`config.mk`:
```
export PLATFORM = sky130hd
export DESIGN_NAME = keep_one_in_n_unzip
export DESIGN_NICKNAME = d
export VERILOG_FILES = /design/src/rtl/keep_one_in_n_unzip.sv
export SDC_FILE = /design/constraint.sdc
export NUM_CORES = 1
export LEC_CHECK = 0
export ABC_AREA = 0
export BUFFER_PORTS_ARGS = -buffer_cell sky130_fd_sc_hd__buf_4
export CELL_PAD_IN_SITES_DETAIL_PLACEMENT = 1
export CELL_PAD_IN_SITES_GLOBAL_PLACEMENT = 1
export CORE_AREA = 3 3 91 76
export DETAILED_ROUTE_END_ITERATION = 8
export DIE_AREA = 0 0 94 79
export GPL_ROUTABILITY_DRIVEN = 0
export GPL_TIMING_DRIVEN = 0
export PLACE_DENSITY = 0.75
export SYNTH_ARGS = -nofsm -noshare
export SYNTH_HDL_FRONTEND = slang
export SYNTH_SLANG_ARGS = --single-unit
```
`constraint.sdc`:
```
create_clock -name clk -period 2.4 [get_ports clk]
set_clock_uncertainty 0.05 [all_clocks]
set_input_delay 0.48 -clock clk [delete_from_list [all_inputs] [get_ports clk]]
set_output_delay 0.48 -clock clk [all_outputs]
set_load 0.03 [all_outputs]
```
`src/rtl/keep_one_in_n_unzip.sv`:
```
// Expands each packed word of four 4-bit I/Q symbol bytes into four {I16,Q16} samples.
// Packet framing is carried through, and AXI-Stream backpressure applies on both sides.
module keep_one_in_n_unzip #(
   parameter int WIDTH       = 32,
   parameter int EXPAND_MODE = 0
) (
   input  logic             clk,
   input  logic             reset,
   input  logic [WIDTH-1:0] i_tdata,
   input  logic             i_tlast,
   input  logic             i_tvalid,
   output logic             i_tready,
   output logic [WIDTH-1:0] o_tdata,
   output logic             o_tlast,
   output logic             o_tvalid,
   input  logic             o_tready
);

   logic             full_r;
   logic [1:0]       slot_r;
   logic [WIDTH-1:0] word_r;
   logic             last_r;

   logic             full_s;
   logic [1:0]       slot_s;
   logic [WIDTH-1:0] word_s;
   logic             last_s;
   logic             accept_s;
   logic             fire_s;

   function automatic logic [15:0] widen(input logic [3:0] nib);
      if (EXPAND_MODE == 1) begin
         widen = {{12{nib[3]}}, nib};
      end else begin
         widen = {nib, 12'h000};
      end
   endfunction

   // The slot order matches the packer: 0=[31:24], 1=[7:0], 2=[15:8], 3=[23:16].
   function automatic logic [7:0] pick(input logic [WIDTH-1:0] w, input logic [1:0] s);
      case (s)
         2'd0:    pick = w[31:24];
         2'd1:    pick = w[7:0];
         2'd2:    pick = w[15:8];
         2'd3:    pick = w[23:16];
         default: pick = 8'h00;
      endcase
   endfunction

   function automatic logic [WIDTH-1:0] expand(input logic [7:0] b);
      expand = {widen(b[7:4]), widen(b[3:0])};
   endfunction

   assign i_tready = ~full_r | (o_tready & (slot_r == 2'd3));
   assign accept_s = i_tvalid & i_tready;
   assign fire_s   = full_r & o_tready;

   // Next-state selection. An accept while full can only coincide with the slot-3 handshake.
   always_comb begin
      full_s = full_r;
      slot_s = slot_r;
      word_s = word_r;
      last_s = last_r;
      if (accept_s) begin
         word_s = i_tdata;
         last_s = i_tlast;
         slot_s = 2'd0;
         full_s = 1'b1;
      end else if (fire_s) begin
         if (slot_r == 2'd3) begin
            full_s = 1'b0;
            slot_s = 2'd0;
         end else begin
            slot_s = slot_r + 2'd1;
         end
      end else begin
         full_s = full_r;
      end
   end

   // State and output registers. The outputs are precomputed from the next state, so they stay registered.
   always_ff @(posedge clk) begin
      if (reset) begin
         full_r   <= 1'b0;
         slot_r   <= 2'd0;
         word_r   <= '0;
         last_r   <= 1'b0;
         o_tvalid <= 1'b0;
         o_tlast  <= 1'b0;
         o_tdata  <= '0;
      end else begin
         full_r   <= full_s;
         slot_r   <= slot_s;
         word_r   <= word_s;
         last_r   <= last_s;
         o_tvalid <= full_s;
         o_tlast  <= full_s & last_s & (slot_s == 2'd3);
         o_tdata  <= expand(pick(word_s, slot_s));
      end
   end

endmodule

```
# Word-level counts from Yosys, hierarchy flattened
# Cells that the tools add are included.
# totals
out_inout_bits	35
ff_bits	69
word_cells	29
# op_classes
n_reduce_logical	1
eq_ne	4
n_mux	9
add_sub_neg	1
bitwise	7
# ops
operator	count
32-bit two-way mux	1
8-bit case mux with 4 select lines	1
2-bit equality test, second input constant	3
2-bit two-way mux	3
1-bit bitwise AND	5
1-bit two-way mux	4
2-bit by 1-bit adder with 2-bit output, second input constant	1
2-bit by 1-bit equality test with 1-bit output, second input constant	1
2-bit zero test	1
1-bit NOT	1
1-bit OR	1

# Longest topological paths before layout
# Gate-level depths: netlist of run 1.
# logic_depth
ltp_word	7
depth_mapped	7

# Worst setup path after synthesis of run 1
# OpenSTA, ideal clock, no wires.
# synth_timing
path_type	reg2reg
from	reg full_r
to	reg o_tdata[28]
stages_incl_launch_ff	7
arrival_time_ns	1.801
path_buffers	1
setup_time_ns	0.101
slack_ns	0.448
t_required_ns	2.249
period_less_slack_ns	1.952
cell_sequence	dfxtp_1 -> a21bo_2 -> and2_1 -> buf_4 -> mux2i_1 -> or4_1 -> o41ai_1
# synth_between
elab_chain_cells	6
elab_cells_between_ends	12
# synth_rtl
element	line	text
start: declaration	19	logic full_r;
start signal: assignment	92	full_r <= full_s;
1-bit NOT (*)	54	assign i_tready = ~full_r | (o_tready & (slot_r == 2'd3));
1-bit OR (*)	54	
named net i_tready	12	output logic i_tready,
1-bit bitwise AND (*)	55	assign accept_s = i_tvalid & i_tready;
2-bit two-way mux	64	if (accept_s) begin
2-bit equality test, or another cell as far along	41	case (s)
8-bit case mux with 4 select lines (*)	41	
end signal: assignment	98	o_tdata <= expand(pick(word_s, slot_s));
end: declaration	13	output logic [WIDTH-1:0] o_tdata,
# Mark *: on every way through the listed nets, which the timed path passes. The rest lies on a longest branch.
# A chain may end at the register's enable or synchronous reset.

# Worst setup path in the final report of run 1
# layout_timing
from	reg slot_r[0]
to	reg o_tdata[28]
# layout_between
elab_chain_cells	7
elab_cells_between_ends	14
# layout_rtl
element	line	text
start: declaration	20	logic [1:0] slot_r;
start signal: assignment	93	slot_r <= slot_s;
2-bit equality test	54, 70	
1-bit bitwise AND	54	
1-bit OR	54	
1-bit bitwise AND	55	
2-bit two-way mux	64	
2-bit equality test, or another cell as far along	41	
8-bit case mux with 4 select lines (*)	41	
# Every way passes the cells marked *; elsewhere a longest branch is shown, timed or not.

==> reports/metrics.csv, run 1 <==
stage,metric,value,unit
floorplanning,fp-row-count,25,
power_and_ir_drop,leakagePower,1.224,nW
power_and_ir_drop,p_int,1.199,mW
power_and_ir_drop,powerDensity,622.5,nW/µm²
detailed_routing,drt-pass1-iter-count,4,
placed_design,dpl.hpwl,4613,µm
yosys,async_flop_share,0,
detailed_routing,vias,1925,
cells_and_area,syn2layout_area_growth,30.42,%
setup_path,crit_path_end,o_tdata[28],
power_and_ir_drop,power.total,1.700,mW
yosys,synth_edf_count,0,
detailed_routing,ant_nets,0,
floorplanning,initial_core_util,0.3522,
setup_path,arrival,2.31,ns
yosys,synth_cell_types,39,
cells_and_area,instances_no_fill,419,
global_routing,grt_antenna_before_repair,0,
cells_and_area,finalNetCount,375,
yosys,ys_warn_count,0,
global_routing,grt_use_total,0.1741,
power_and_ir_drop,p_seq_frac,0.481,
cells_and_area,mostFrequentLayoutCells,"nand2_1, buf_4, dfxtp_1",
sta,layout_min_cycle_time,2.158,ns
placed_design,placed_area,2626,µm²
detailed_routing,drt_first_iter_violations,63,
floorplanning,die-area,7426,µm²
setup_path,slowest_stage,dfxtp_1,
floorplanning,core,5943,µm²
clocking,cts_tree,built,
setup_path,crit_fanout,8,
hold_path,hp-class,input port to register,
placed_design,io_buffers,46,
sta,hold_violations,0,
cells_and_area,n_antenna_cell,0,
clocking,cts_root_buf,clkbuf_8,
clocking,cts_buffer_depth,2,
cells_and_area,final_common_cell,nand2_1,
yosys,syn-cell-area,2093,µm²
setup_path,critPathLaunchType,register,
power_and_ir_drop,vdd_ir_drop_max,0.2658,mV
clocking,post-cts-setup-buffers,0,
detailed_routing,avgRoutedWirePerCell,14.79,µm
placed_design,dp.cells,411,
floorplanning,die_y,79,µm
clocking,clk-insertion-delay-late,0.29,ns
sta,finalCritPeriodShare,0.8992,
setup_path,ff2ff_path_depth,7,
power_and_ir_drop,p_comb_frac,0.214,
setup_path,cp.required,2.55,ns
sta,tns,0,ns
sta,maxSlewViolCount,0,
hold_path,min_from,i_tdata[0],
setup_path,worstReg2RegEnd,o_tdata[28],
sta,worst_slack,0.2418,ns
sta,setup_viol,0,
global_routing,grt_max_degree,14,
clocking,htreeDepth,2,
global_routing,grt_overflow,0,
detailed_routing,drc,0,
cells_and_area,drive_gt1_frac,0.2692,
cells_and_area,fillers,773,
cells_and_area,post-route-util,0.4594,
floorplanning,ios,72,
floorplanning,die_w,94,µm
setup_path,path_buf_inv,1,
yosys,ys.flop_type,dfxtp_1,
outcome,status,finished clean,
clocking,cts_resized,0,
global_routing,grt_pass1_vias,2030,
cells_and_area,seq_area,900.9,µm²
yosys,avgSynthCellArea,8.020,µm²
sta,rsz0062_at_grt,no,
clocking,clkTransAtPathRegs,0.09,ns
flow_run,maxCapViolations,0,
setup_path,critical_path_depth,7,
sta,whs,0.3795,ns
yosys,ys_ff_latch,45,
global_routing,grt_pass1_wl,10210,µm
setup_path,critPathCaptureType,register,
sta,slew_headroom,0.6109,
setup_path,path_class,register to register,
hold_path,min_path_cells,3,
cells_and_area,multi_input_area,1003,µm²
yosys,seq_area_frac_synth,0.4304,
power_and_ir_drop,clkPwrFrac,0.305,
cells_and_area,stdcell_area,2730,µm²
setup_path,r2r-start,slot_r[0],
sta,worst_slew_pin_slew,0.5837,ns
detailed_routing,wl,6195,µm
placed_design,place_ws,0.08232,ns
yosys,postSynthCellCount,261,
setup_path,cp_top_family,compound AO/OA/AOI/OAI gates,
clocking,cts_made_buffers,5,
setup_path,cp_cell_sequence,"ha_1, nand3b_1, a21boi_1, or2_1, clkbuf_1, nor4_1, o41ai_1",
setup_path,slowest_delay,0.40,ns
setup_path,reg2reg_slack,0.24,ns
sta,fmax,463.4,MHz
clocking,cts.sinks,45,
detailed_routing,drt-vias-per-instance,4.594,
setup_path,cp-startpoint,slot_r[0],
power_and_ir_drop,switchingPower,500.8,µW
power_and_ir_drop,swShare,0.2946,
clocking,cts_hold_buf,0,
==> metal layers <==
metal	GRT usage	wire length [µm]	vias up
li1	-	-	977
met1	0.2529	2979	882
met2	0.2651	2778	60
met3	0.03409	394	6
met4	0.04040	42	0
met5	0	0	-
==> worst min path at each step <==
| stage | end | slack, ns |
|---|---|---|
| floorplan | word_r[14] | 0.38 |
| global placement | word_r[29] | 0.39 |
| detailed placement | word_r[28] | 0.40 |
| CTS | word_r[6] | 0.37 |
| global route | word_r[19] | 0.38 |
| finish | word_r[0] | 0.38 |
==> synth_stat cells, types with 2 or more instances <==
cell | instances | area share
buf_2 | 3 | 0.0072
a21oi_1 | 34 | 0.081
nand2_2 | 2 | 0.0060
nand2_1 | 76 | 0.14
dfxtp_1 | 45 | 0.43
clkbuf_1 | 9 | 0.016
nor2_1 | 11 | 0.020
nand2b_1 | 2 | 0.0060
a31oi_1 | 7 | 0.021
inv_1 | 5 | 0.0090
mux2i_1 | 9 | 0.043
buf_4 | 26 | 0.093
a311o_1 | 6 | 0.029
==> registers in the layout, summed over array words and instances (netlist names) <==
name	flops
o_tlast	1
last_r	1
full_r	1
word_r	32
o_tdata	8
slot_r	2
==> power groups by stage <==
stage | sequential [mW] | clock [mW] | combinational (mW)
4_1_cts | 0.817 | 0.531 | 0.364
3_5_place_dp | 0.834 | 0 | 0.363
2_1_floorplan | 0.854 | 0 | 0.218
6_report | 0.817 | 0.519 | 0.364
5_1_grt | 0.823 | 0.567 | 0.397
3_3_place_gp | 0.832 | 0 | 0.356
==> worst register-to-register path: cells and delay by family, from the launching register on <==
family / cells / cell delay [ns]
adders and majority gates: 1 / 0.35
buffers and inverters: 1 / 0.35
DFF: 1 / 0.40
and+or+nand+nor: 3 / 0.32
AOI/OAI and AO/OA: 2 / 0.59
==> area by class of cell <==
cell class / instances / area share
inverter: 5 / 0.006874
buffer: 40 / 0.09487
clock inverter: 1 / 0.001833
sequential: 45 / 0.3300
timing repair buffer: 46 / 0.1265
clock buffer: 7 / 0.03529
multi-input combinational: 194 / 0.3676
tap: 81 / 0.03712
==> cells by family after synthesis <==
family	synth area share
flops	0.4304
fa+ha+maj	0.005976
simple gates	0.2038
other cells	0.001791
mux	0.04304
compound gates	0.1823
buf+inv	0.1327
No activity file was read; power rests on OpenSTA's default activity.
==> inputs of run 2 (changes only) <==
CELL_PAD_IN_SITES_DETAIL_PLACEMENT = 0   (was 1)
CORE_AREA = 3 3 74 93   (was 3 3 91 76)
DIE_AREA = 0 0 77 96   (was 0 0 94 79)
==> reports/metrics.csv, run 2 (synthesis gave the netlist of run 1 again) <==
stage,metric,value,unit,change
clocking,cts_made_buffers,5,,unchanged
setup_path,critPathLaunchType,register,,
sta,layout_min_cycle_time,2.088,ns,-0.07052 ns
setup_path,cp.required,2.55,ns,about the same
sta,slew_headroom,0.6475,,+0.03666
clocking,cts_buffer_depth,2,,unchanged
floorplanning,die_y,96,µm,+22%
global_routing,grt_use_total,0.1462,,-0.02795
clocking,post-cts-setup-buffers,0,,unchanged
setup_path,arrival,2.24,ns,-0.07 ns
cells_and_area,mostFrequentLayoutCells,"nand2_1, buf_4, dfxtp_1",,
sta,tns,0,ns,unchanged
cells_and_area,reg.largest.list,"word_r x32, o_tdata x8, slot_r x2",,
placed_design,place_ws,0.1706,ns,+0.08826 ns
detailed_routing,vias,1881,,-2.3%
floorplanning,die_w,77,µm,-18%
detailed_routing,avgRoutedWirePerCell,12.59,µm,-15%
floorplanning,core,6126,µm²,+3.1%
cells_and_area,fillers,631,,-18%
cells_and_area,stdcell_area,2750,µm²,+0.73%
detailed_routing,drt_first_iter_violations,80,,+27%
sta,hold_violations,0,,unchanged
floorplanning,ios,72,,unchanged
sta,finalCritPeriodShare,0.8699,,-0.02938
global_routing,grt_antenna_before_repair,0,,unchanged
global_routing,grt_pass1_vias,1786,,-12%
outcome,status,finished clean,,
sta,worst_slack,0.3123,ns,+0.07052 ns
clocking,cts_tree,built,,
sta,maxSlewViolCount,0,,unchanged
hold_path,hp-class,input port to register,,
clocking,cts_root_buf,clkbuf_8,,
placed_design,dpl.hpwl,3986,µm,-14%
floorplanning,initial_core_util,0.3417,,-0.01050
detailed_routing,drt-vias-per-instance,4.447,,-3.2%
cells_and_area,final_common_cell,nand2_1,,
sta,fmax,479.0,MHz,+3.4%
setup_path,crit_fanout,8,,unchanged
sta,worst_slew_pin_slew,0.5281,ns,-0.05555 ns
placed_design,io_buffers,46,,unchanged
clocking,clk-insertion-delay-late,0.30,ns,about the same
sta,rsz0062_at_grt,no,,
global_routing,grt_pass1_wl,8452,µm,-17%
cells_and_area,regMostFlops,word_r,,
cells_and_area,finalNetCount,375,,unchanged
detailed_routing,drc,0,,unchanged
floorplanning,die-area,7392,µm²,-0.46%
cells_and_area,syn2layout_area_growth,31.38,%,
cells_and_area,n_antenna_cell,0,,unchanged
flow_run,maxCapViolations,0,,unchanged
power_and_ir_drop,vdd_ir_drop_max,0.3922,mV,+48%
clocking,cts.sinks,45,,unchanged
detailed_routing,drt-pass1-iter-count,4,,unchanged
detailed_routing,wl,5324,µm,-14%
clocking,htreeDepth,2,,unchanged
detailed_routing,ant_nets,0,,unchanged
clocking,clkTransAtPathRegs,0.09,ns,about the same
clocking,cts_resized,0,,unchanged
clocking,cts_hold_buf,0,,unchanged
setup_path,path_class,register to register,,
placed_design,placed_area,2631,µm²,+0.19%
cells_and_area,drive_gt1_frac,0.2663,,-0.002959
power_and_ir_drop,powerDensity,641.5,nW/µm²,+3.0%
floorplanning,fp-row-count,32,,+28%
global_routing,grt_overflow,0,,unchanged
cells_and_area,largest_reg_flops,32,,unchanged
sta,setup_viol,0,,unchanged
power_and_ir_drop,leakagePower,1.228,nW,+0.34%
setup_path,critPathCaptureType,register,,
global_routing,grt_max_degree,14,,unchanged
[run 2: where the power goes]
group	leakage, nW	switching, mW	total, mW	internal (mW)
registers	0.370	0.0243	0.816	0.792
clock network	0.0585	0.255	0.595	0.340
logic	0.800	0.207	0.353	0.146
total	1.23	0.486	1.76	1.28
[run 2: through the flow]
| stage | total power [mW] | hold slack [ns] | std cells | utilization |
|---|---|---|---|---|
| after floorplan | 1.072 | 0.3829 | 284 | - |
| after global placement | 1.185 | 0.3929 | 415 | 0.4295 |
| after detailed placement | 1.188 | 0.3985 | 415 | 0.4295 |
| after CTS | 1.778 | 0.3687 | 423 | 0.4485 |
| after global routing | 1.840 | 0.3746 | 423 | 0.4489 |
| final | 1.764 | 0.3721 | 423 | 0.4489 |
[run 2: worst max-delay path, stage by stage (launching register included)]
cell and delay [ns]:
dfxtp_1 0.39, ha_1 0.34, nand3_1 0.10, a21oi_1 0.25, or2_1 0.14, clkbuf_1 0.31
nor4_1 0.10, o41ai_1 0.30
[run 2: worst paths after layout]
path               startpoint          end  slack (ns)  cells after the start
hold / removal    i_tdata[17]   word_r[17]        0.37                      3
setup / recovery    slot_r[0]  o_tdata[28]        0.31                      7
setup reg to reg    slot_r[0]  o_tdata[28]        0.31                      7
hold reg to reg    word_r[27]   word_r[27]        0.41                      2
[run 2: area by class of cell]
class | count | area, µm² | share of cell area
flip-flops and latches | 45 | 900.9 | 0.3276
clock inverters | 1 | 30.03 | 0.01092
inverters | 5 | 18.77 | 0.006824
clock buffers | 7 | 86.33 | 0.03139
well taps | 85 | 106.4 | 0.03867
plain buffers | 40 | 259.0 | 0.09418
multi-input cells | 194 | 1003 | 0.3649
repair buffers | 46 | 345.3 | 0.1256
[run 2: per-layer routing]
| layer | global-route usage | routed length, µm | vias up | share of wire |
|---|---|---|---|---|
| met1 | 0.1665 | 2209 | 835 | 0.41 |
| met2 | 0.2616 | 2700 | 59 | 0.51 |
| met4 | 0.05935 | 109 | 0 | 0.020 |
| met3 | 0.03839 | 305 | 10 | 0.057 |
| li1 | - | - | 977 | - |
| met5 | 0 | 0 | - | 0 |
